===== config.mk =====
export PLATFORM = sky130hd
export DESIGN_NAME = mux2_rr_arbiter
export DESIGN_NICKNAME = d
export VERILOG_FILES = /design/src/rtl/mux2_rr_arbiter.sv
export SDC_FILE = /design/constraint.sdc
export NUM_CORES = 1
export LEC_CHECK = 0
export CORE_MARGIN = 3
export CORE_UTILIZATION = 42
export CTS_BUF_LIST = sky130_fd_sc_hd__clkbuf_8 sky130_fd_sc_hd__clkbuf_16
export DETAILED_ROUTE_END_ITERATION = 10
export PLACE_DENSITY = 0.84
export SETUP_SLACK_MARGIN = 0.4
export SLEW_MARGIN = 25
export SYNTH_ARGS = -nofsm -noshare
export SYNTH_HDL_FRONTEND = slang
export SYNTH_SLANG_ARGS = --single-unit

===== constraint.sdc =====
create_clock -name clk -period 2.1 [get_ports clk]
set_input_delay 0.525 -clock clk [delete_from_list [all_inputs] [get_ports clk]]
set_output_delay 0.525 -clock clk [all_outputs]
set_load 0.01 [all_outputs]

===== src/rtl/mux2_rr_arbiter.sv =====
// Round-robin arbiter that shares one 2:1 data mux between two valid/ready
// requesters. A grant lasts until last, MAX_BURST beats, or an idle timeout.
module mux2_rr_arbiter #(
  parameter int DW           = 8,
  parameter int MAX_BURST    = 4,
  parameter int IDLE_TIMEOUT = 8
) (
  input  logic          clk,
  input  logic          rst_n,
  input  logic          in0_valid,
  input  logic [DW-1:0] in0_data,
  input  logic          in0_last,
  output logic          in0_ready,
  input  logic          in1_valid,
  input  logic [DW-1:0] in1_data,
  input  logic          in1_last,
  output logic          in1_ready,
  output logic          out_valid,
  output logic [DW-1:0] out_data,
  output logic          out_last,
  input  logic          out_ready,
  output logic          sel,
  output logic          busy
);

  localparam int BW = (MAX_BURST > 1) ? $clog2(MAX_BURST) : 1;
  localparam int IW = $clog2(IDLE_TIMEOUT + 1);

  localparam logic [1:0] ST_IDLE   = 2'd0;
  localparam logic [1:0] ST_GRANT0 = 2'd1;
  localparam logic [1:0] ST_GRANT1 = 2'd2;

  localparam logic [BW-1:0] BEAT_LAST = BW'(MAX_BURST - 1);
  localparam logic [IW-1:0] IDLE_LAST = IW'(IDLE_TIMEOUT - 1);

  logic [1:0]    state_q, state_d;
  logic          sel_q, sel_d;
  logic          prio_q, prio_d;
  logic [BW-1:0] beat_cnt_q, beat_cnt_d;
  logic [IW-1:0] idle_cnt_q, idle_cnt_d;

  logic grant_valid;
  logic other_valid;
  logic beat;
  logic release_grant;
  logic pick;

  // Handshake: a beat transfers when out_valid and out_ready are both high;
  // only the granted requester ever sees ready, the other is held off.
  assign busy        = (state_q != ST_IDLE);
  assign sel         = sel_q;
  assign grant_valid = sel_q ? in1_valid : in0_valid;
  assign other_valid = sel_q ? in0_valid : in1_valid;
  assign out_data    = sel_q ? in1_data : in0_data;
  assign out_last    = sel_q ? in1_last : in0_last;
  assign out_valid   = busy & grant_valid;
  assign in0_ready   = out_ready & busy & ~sel_q;
  assign in1_ready   = out_ready & busy & sel_q;
  assign beat        = out_valid & out_ready;

  assign release_grant = busy &
                         ((beat & (out_last | (beat_cnt_q == BEAT_LAST))) |
                          (~grant_valid & (idle_cnt_q == IDLE_LAST)));

  always_comb begin
    state_d    = state_q;
    sel_d      = sel_q;
    prio_d     = prio_q;
    beat_cnt_d = beat_cnt_q;
    idle_cnt_d = idle_cnt_q;
    pick       = (in0_valid & in1_valid) ? prio_q : in1_valid;
    case (state_q)
      ST_IDLE: begin
        if (in0_valid | in1_valid) begin
          sel_d   = pick;
          state_d = pick ? ST_GRANT1 : ST_GRANT0;
        end
      end
      default: begin
        if (release_grant) begin
          beat_cnt_d = '0;
          idle_cnt_d = '0;
          prio_d     = ~sel_q;
          // Hand straight over to a waiting peer so the mux never bubbles.
          if (other_valid) begin
            sel_d   = ~sel_q;
            state_d = sel_q ? ST_GRANT0 : ST_GRANT1;
          end else begin
            state_d = ST_IDLE;
          end
        end else if (beat) begin
          beat_cnt_d = beat_cnt_q + BW'(1);
          idle_cnt_d = '0;
        end else if (!grant_valid) begin
          idle_cnt_d = idle_cnt_q + IW'(1);
        end else begin
          idle_cnt_d = '0;
        end
      end
    endcase
  end

  always_ff @(posedge clk) begin
    if (!rst_n) begin
      state_q    <= ST_IDLE;
      sel_q      <= 1'b0;
      prio_q     <= 1'b0;
      beat_cnt_q <= '0;
      idle_cnt_q <= '0;
    end else begin
      state_q    <= state_d;
      sel_q      <= sel_d;
      prio_q     <= prio_d;
      beat_cnt_q <= beat_cnt_d;
      idle_cnt_q <= idle_cnt_d;
    end
  end

endmodule


==> out/results.md <==
| Parameter | This run | Unit |
|:---|:---|:---|
| Proportion of netlist area held by the largest area contributor | 27.2 | % |
| Synthesized area divided by synthesized cell count | 8.88 | µm² |
| Register Area | 209 | µm² |
| Setup slack on the worst flop-to-flop path | 330 | ps |
| Final worst path period share | 85.4 | % |
| Total placed instance area | 1180 | µm² |
| Cell taking the most area after synthesis | sky130_fd_sc_hd__dfxtp_1 | - |
| Count of pins over their slew limit | 0 | - |
| Share of synthesized area occupied by flip-flops and latches | 27.2 | % |
| WHS Endpoint | idle_cnt_q[3] | - |
| FMAX | 0.558 | GHz |
| Number of flops mapped to enable cells by yosys | 0 | - |
| VDD IR-drop max | 0.000665 | V |
| Final HPWL DP | 1610 | µm |
| Die X-Extent | 47.9 | µm |
| Vias in the first global route | 906 | - |
| Net Count, Synth | 108 | - |
| Number of levels in the clock H-tree | 1 | - |
| Slew margin rel. | 72.3 | % |
| Critical path data required time | 1570 | ps |
| Classification of the worst-slack hold path | register to register | - |
| I/O pin count | 37 | - |
| Clock network latency to the later pin of the worst-skew pair | 240 | ps |
| Dominant combinational cell family by area after synthesis | simple AND/OR/NAND/NOR gates | - |
| GPL Wtd Cong | 0.828 | - |
| DR vias | 961 | - |
| Worst hold slack across all endpoints | 509 | ps |
| Placed Cells | 141 | - |
| Count of routing violations after the opening detailed-route iteration | 56 | - |
| Row count | 14 | - |
| Initial antenna violation count | 0 | - |
| Detailed-route DRC error count | 0 | - |
| Post-synthesis adder-cell area fraction | 3.40 | % |
| Worst-path fanout max | 6 | - |
| Ratio of routed vias to standard cells | 6.24 | - |
| Global router's overall resource usage | 27.2 | % |
| Buffer levels on the longest clock path | 2 | - |
| Area growth syn-to-layout | 88.8 | % |
| Number of buffers inserted during clock tree synthesis | 3 | - |
| Post-synthesis sequential element count | 10 | - |
| Pin count of the biggest net entering global routing | 14 | - |
| Number of diodes added for antenna fixing | 0 | - |
| Yosys cell types | 37 | - |
| Fraction of synthesis flops using an asynchronous set or reset pin | 0 | % |
| Cell types with the largest area share after synthesis | sky130_fd_sc_hd__dfxtp_1, sky130_fd_sc_hd__mux2_2, sky130_fd_sc_hd__nor3b_1, sky130_fd_sc_hd__nand2_1, sky130_fd_sc_hd__o2111ai_4 | - |
| Final instance area | 1390 | µm² |
| Register clock-pin slew on the reported worst setup and hold paths | 50 | ps |
| Total of buffers placed on input and output ports | 36 | - |
| Total global routing overflow | 0 | - |
| TritonCTS clock tree | done | - |
| Final layout net count | 164 | - |
| Number of antenna-violating nets in the routed design | 0 | - |
| Reg2Reg Capture Point | sel | - |
| FF-to-FF Start | sel | - |
| Fill cell instance count of the final layout | 76 | - |
| Warning count from the yosys run | 0 | - |
| Setup repair after global routing missed its margin | yes | - |
| Setup violators final | 0 | - |
| Clock Sink Count | 10 | - |
| Global-route wire length before repair | 4280 | µm |
| CP Class | register to primary output | - |
| Starting Density | 46.7 | % |
| Compound-Gate Fraction of Synth Area | 20.2 | % |
| Fin cells | 154 | - |
| Number of iterations in the first detailed-routing pass | 4 | - |
| Multiplexer fraction of the synthesized cell area | 20.4 | % |
| Power after layout | 940 | µW |
| Leading register cell type out of synthesis | sky130_fd_sc_hd__dfxtp_1 | - |
| Worst Skew | 2.04 | ps |
| Wire length reported by the detailed router | 2940 | µm |
| Total area of multi-input combinational cells | 572 | µm² |
| Syn Std Cell Area | 737 | µm² |
| Vertical die dimension | 47.9 | µm |
| Slew @ Worst Pin | 415 | ps |
| Number of buffers added to fix hold violations after cts | 0 | - |
| Type of element capturing the critical path | primary output | - |
| Max Cap Viol | 0 | - |
| Share of final-layout standard cells stronger than drive strength 1 | 42.0 | % |
| Start point of the worst min-delay path | idle_cnt_q[3] | - |
| Core region area | 1580 | µm² |
| Number of cells on the worst reg-to-reg path | 7 | - |
| Final Hold Violating Endpoints | 0 | - |
| Synthesized instance count | 83 | - |
| Synth Area in Simple Gates | 23.9 | % |
| Commonest cells in the synthesized netlist | sky130_fd_sc_hd__dfxtp_1, sky130_fd_sc_hd__mux2_2, sky130_fd_sc_hd__nand2_1, sky130_fd_sc_hd__nor2_1 | - |
| Area of the die | 2290 | µm² |
| DR WL/cell | 19.1 | µm |
| Final min period | 1790 | ps |
| Outcome | completed | - |
| Parity-gate share of the synthesized area counting xor and xnor cells | 1.19 | % |
| Leakage power | 0.000632 | µW |
| Clock root buffer master | sky130_fd_sc_hd__clkbuf_8 | - |
| PwrDens | 676 | nW/µm² |
| Kind of launch point of the worst setup path | register | - |
| Crit path DAT | 1270 | ps |
| Cell depth of the worst min-delay path | 2 | - |
| Most repeated cell in the gate-level netlist after synthesis | sky130_fd_sc_hd__dfxtp_1 | - |
-- state kept, by name, indices dropped and copies added, names as in the netlist --
name,count
prio_q,1
beat_cnt_q,2
sel,1
idle_cnt_q,4
state_q,2
-- placed cells by master (no fill, tap or decap), types with 3 or more instances in the layout --
master / n
sky130_fd_sc_hd__nor2_1: 5
sky130_fd_sc_hd__o21ai_0: 4
sky130_fd_sc_hd__buf_4: 12
sky130_fd_sc_hd__buf_2: 3
sky130_fd_sc_hd__nor2b_1: 3
sky130_fd_sc_hd__nor3b_1: 4
sky130_fd_sc_hd__a21oi_1: 5
sky130_fd_sc_hd__clkbuf_8: 4
sky130_fd_sc_hd__dfxtp_1: 7
sky130_fd_sc_hd__buf_6: 13
sky130_fd_sc_hd__mux2_4: 10
sky130_fd_sc_hd__nand2_1: 7
sky130_fd_sc_hd__dlygate4sd2_1: 22
-- what timing repair did --
item | in CTS | in global routing
cloned | 1 | 0
setup buffers | 6 | 2
pin swaps | 3 | 8
gates resized for setup | 97 | 11
endpoints found under the setup margin | 23 | 21
-- per-layer routing --
layer	vias up	wire, µm	track usage (%)
met1	454	1070	30.1
met3	16	263	8.27
met4	0	93	6.99
met5	-	0	0
met2	70	1520	49.9
li1	421	-	-
-- critical path, cell delays in order (launching register included) --
cell and delay (ps):
sky130_fd_sc_hd__dfxtp_4 360, sky130_fd_sc_hd__buf_12 130, sky130_fd_sc_hd__buf_16 130, sky130_fd_sc_hd__mux2_4 300, sky130_fd_sc_hd__buf_6 120
-- stage by stage --
stage          setup slack [ps]  TNS [ps]  utilization [%]
4_1_cts                     293         0             85.8
3_5_place_dp               -190     -1280             74.9
6_report                    306         0             88.3
2_1_floorplan               478         0                -
3_3_place_gp               -163     -1120             74.9
5_1_grt                     262         0             88.3
-- power breakdown --
group | switching [µW] | internal [µW] | total (µW)
Sequential | 27.7 | 213 | 241
Clock | 76.3 | 165 | 241
Combinational | 202 | 256 | 458
-- area by class of cell --
cell class | instances | share of cell area [%]
repair buffers | 55 | 38.2
multi-input cells | 68 | 41.1
inverters | 1 | 0.270
well taps | 16 | 1.44
flip-flops and latches | 10 | 15.0
clock buffers | 4 | 3.96
-- worst max path at each step --
stage | start | slack [ps] | endpoint
after floorplan | sel | 480 | out_data[0]
final | sel | 310 | out_data[2]
after detailed placement | out_ready | -190 | in0_ready
after global routing | sel | 260 | sel
after global placement | out_ready | -160 | in0_ready
after CTS | sel | 290 | out_data[7]
-- kinds of logic (layout without fill, tap and decap cells) --
kind of cell,Yosys count,after routing
flip-flops,10,10
adder cells (fa/ha/maj),2,2
buffers and inverters,5,60
XOR/XNOR,1,1
AO/OA/AOI/OAI,20,20
AND/OR/NAND/NOR,32,32
multiplexers,13,13
Note: power is estimated with default switching activity, not from simulation.
==> patch: new RTL, same settings <==
`IDLE_TIMEOUT`: 8 -> 16.
--- a/src/rtl/mux2_rr_arbiter.sv
+++ b/src/rtl/mux2_rr_arbiter.sv
@@ -3,7 +3,7 @@
 module mux2_rr_arbiter #(
   parameter int DW           = 8,
   parameter int MAX_BURST    = 4,
-  parameter int IDLE_TIMEOUT = 8
+  parameter int IDLE_TIMEOUT = 16
 ) (
   input  logic          clk,
   input  logic          rst_n,
Formal check against the unedited RTL: not equivalent (a bounded check fails within 10 cycles, from zero or initial values and one cycle with rst_n low).
==> patch against the unedited design <==
  * Sequential power increased by 3%
  * Sequential cell count increased by 1
  * Via count decreased by 7.8%
  * Fmax increased by 5.1%
  * Design area decreased by 3.1%
  * Final cell count increased by 2.6%
  * Area after synthesis increased by 4.6%
  * Worst setup slack improved by 87 ps
  * Routed wire length decreased by 1.5%
  * Clock skew increased by 4.6 ps
  * Total power decreased by 15%
  * Worst hold slack improved by 30 ps
==> patch: results (changes against the unedited design) <==
status -> complete, no violations (unchanged)
main area contributors after synthesis -> dfxtp_1 (29%), mux2_2 (12%), ha_1 (4.9%), mux2_4 (3.9%), nand2_1 (3.9%) (was dfxtp_1 (27%), mux2_2 (14%), nor3b_1 (4.1%), nand2_1 (3.6%), o2111ai_4 (3.6%))
RePlAce Congestion -> 0.825 (was 0.828)
Top Registers -> idle_cnt_q (5), beat_cnt_q (2), state_q (2) (was idle_cnt_q (4), beat_cnt_q (2), state_q (2))
met2 usage -> 0.405 (was 0.499)
first-pass GRT wire length -> 4340 µm (was 4280 µm)
peak fanout along the critical path -> 5 (was 6)
Synth cell types -> 38 (was 37)
CTS buffer count -> 3 (unchanged)
CP delay by family, top -> flip-flops (was buffers and inverters)
Net Sw Frac -> 0.322 (was 0.326)
Post-synth ARST share -> 0 (unchanged)
worst slew pin tran -> 378 ps (was 415 ps)
leading area contributor after synthesis -> dfxtp_1 (unchanged)
final clock skew -> 6.66 ps (was 2.04 ps)
Max IR drop VDD -> 0.545 mV (was 0.665 mV)
Critical-path top delay cell -> dfxtp_4 (unchanged)
max incr delay on CP -> 380 ps (was 360 ps)
layout cells sized above 1 -> 0.418 (was 0.420)
largest net degree at the start of global routing -> 13 (was 14)
Global Route Usage Sum -> 0.231 (was 0.272)
Clock Latency Late Sink -> 240 ps (about the same)
synth cell count leaders -> dfxtp_1 (11), mux2_2 (8), nand2_1 (8) (was dfxtp_1 (10), mux2_2 (9), nand2_1 (7), nor2_1 (6))
met3 Use GR -> 0.0459 (was 0.0827)
register area share after synthesis -> 0.286 (was 0.272)
port bufs -> 36 (unchanged)
First-pass DRT Iterations -> 4 (unchanged)
Root Driver -> clkbuf_8 (unchanged)
YS warnings -> 0 (unchanged)
Clock transition at path regs -> 50 ps (about the same)
Final HPWL DP -> 1830 µm (was 1610 µm)
Fill cells -> 101 (was 76)
initial antenna violation count -> 0 (unchanged)
GRT met1 Usage -> 0.284 (was 0.301)
post-synthesis mux area share -> 0.187 (was 0.204)
vias in the first global route -> 879 (was 906)
1st-iter DRT viols -> 34 (was 56)
Synth Area in Compound Gates -> 0.211 (was 0.202)
DR vias/cell -> 5.61 (was 6.24)
nets@finish -> 161 (was 164)
Total Routed Length -> 2900 µm (was 2940 µm)
Adder-Cell Fraction of Synth Area -> 0.0487 (was 0.0340)
Mapped Nets -> 110 (was 108)
Post-Synth XOR/XNOR Area -> 0.0114 (was 0.0119)
Static Leak -> 0.633 nW (was 0.632 nW)
worst path arrival time -> 1180 ps (was 1270 ps)
==> patch: cell count changes after synthesis, sizes merged, moves of 2 or more <==
cell / before / now
a22o: 0 / 2
inv: 1 / 3
nor2: 7 / 5
nor2b: 3 / 1
o21ai: 5 / 3
==> patch: stage by stage <==
step	util	instances	setup slack [ps]	instance area [µm²]
floorplan	-	84	479	772
global placement	0.748	149	-309	1200
detailed placement	0.748	149	-318	1200
CTS	0.810	155	250	1310
global route	0.837	158	340	1350
finish	0.837	158	393	1350
==> patch: final cells by class <==
type	count	share of cell area
clock inverter	1	0.00278
sequential	11	0.170
timing repair buffer	50	0.335
multi-input combinational	66	0.431
tap	24	0.0223
clock buffer	3	0.0306
inverter	3	0.00835
==> patch: power by group through the flow <==
stage               combinational [W]  sequential, W  clock, W
floorplan                    0.000147       0.000240         0
global placement             0.000288       0.000244         0
detailed placement           0.000293       0.000245         0
CTS                          0.000317       0.000245  0.000213
global route                 0.000363       0.000249  0.000223
finish                       0.000342       0.000248  0.000212
==> patch: worst paths after layout <==
kind                   endpoint  cells after the start     startpoint  slack [ps]
setup / recovery       out_last                      3            sel         390
hold / removal    beat_cnt_q[1]                      2  beat_cnt_q[1]         540
setup reg to reg     state_q[0]                      6            sel         410
hold reg to reg   beat_cnt_q[1]                      2  beat_cnt_q[1]         540
==> patch: what timing repair did <==
item | 4_1_cts | 5_1_grt
setup buffers | 2 | 3
endpoints found under the setup margin | 23 | 18
resized for setup | 92 | 19
pin swaps | 1 | 2
==> patch: worst reg2reg max path: cells and delay by family (launching register included) <==
kind,cells,cell delay (ps)
DFF,1,380
muxes,1,310
AOI/OAI and AO/OA,3,610
buffers and inverters,2,290
==> patch: layer usage <==
metal  part of all wire  up-vias
met3              0.051        8
met4              0.015        0
met1               0.40      429
li1                   -      413
met2               0.53       36
met5                  0        -
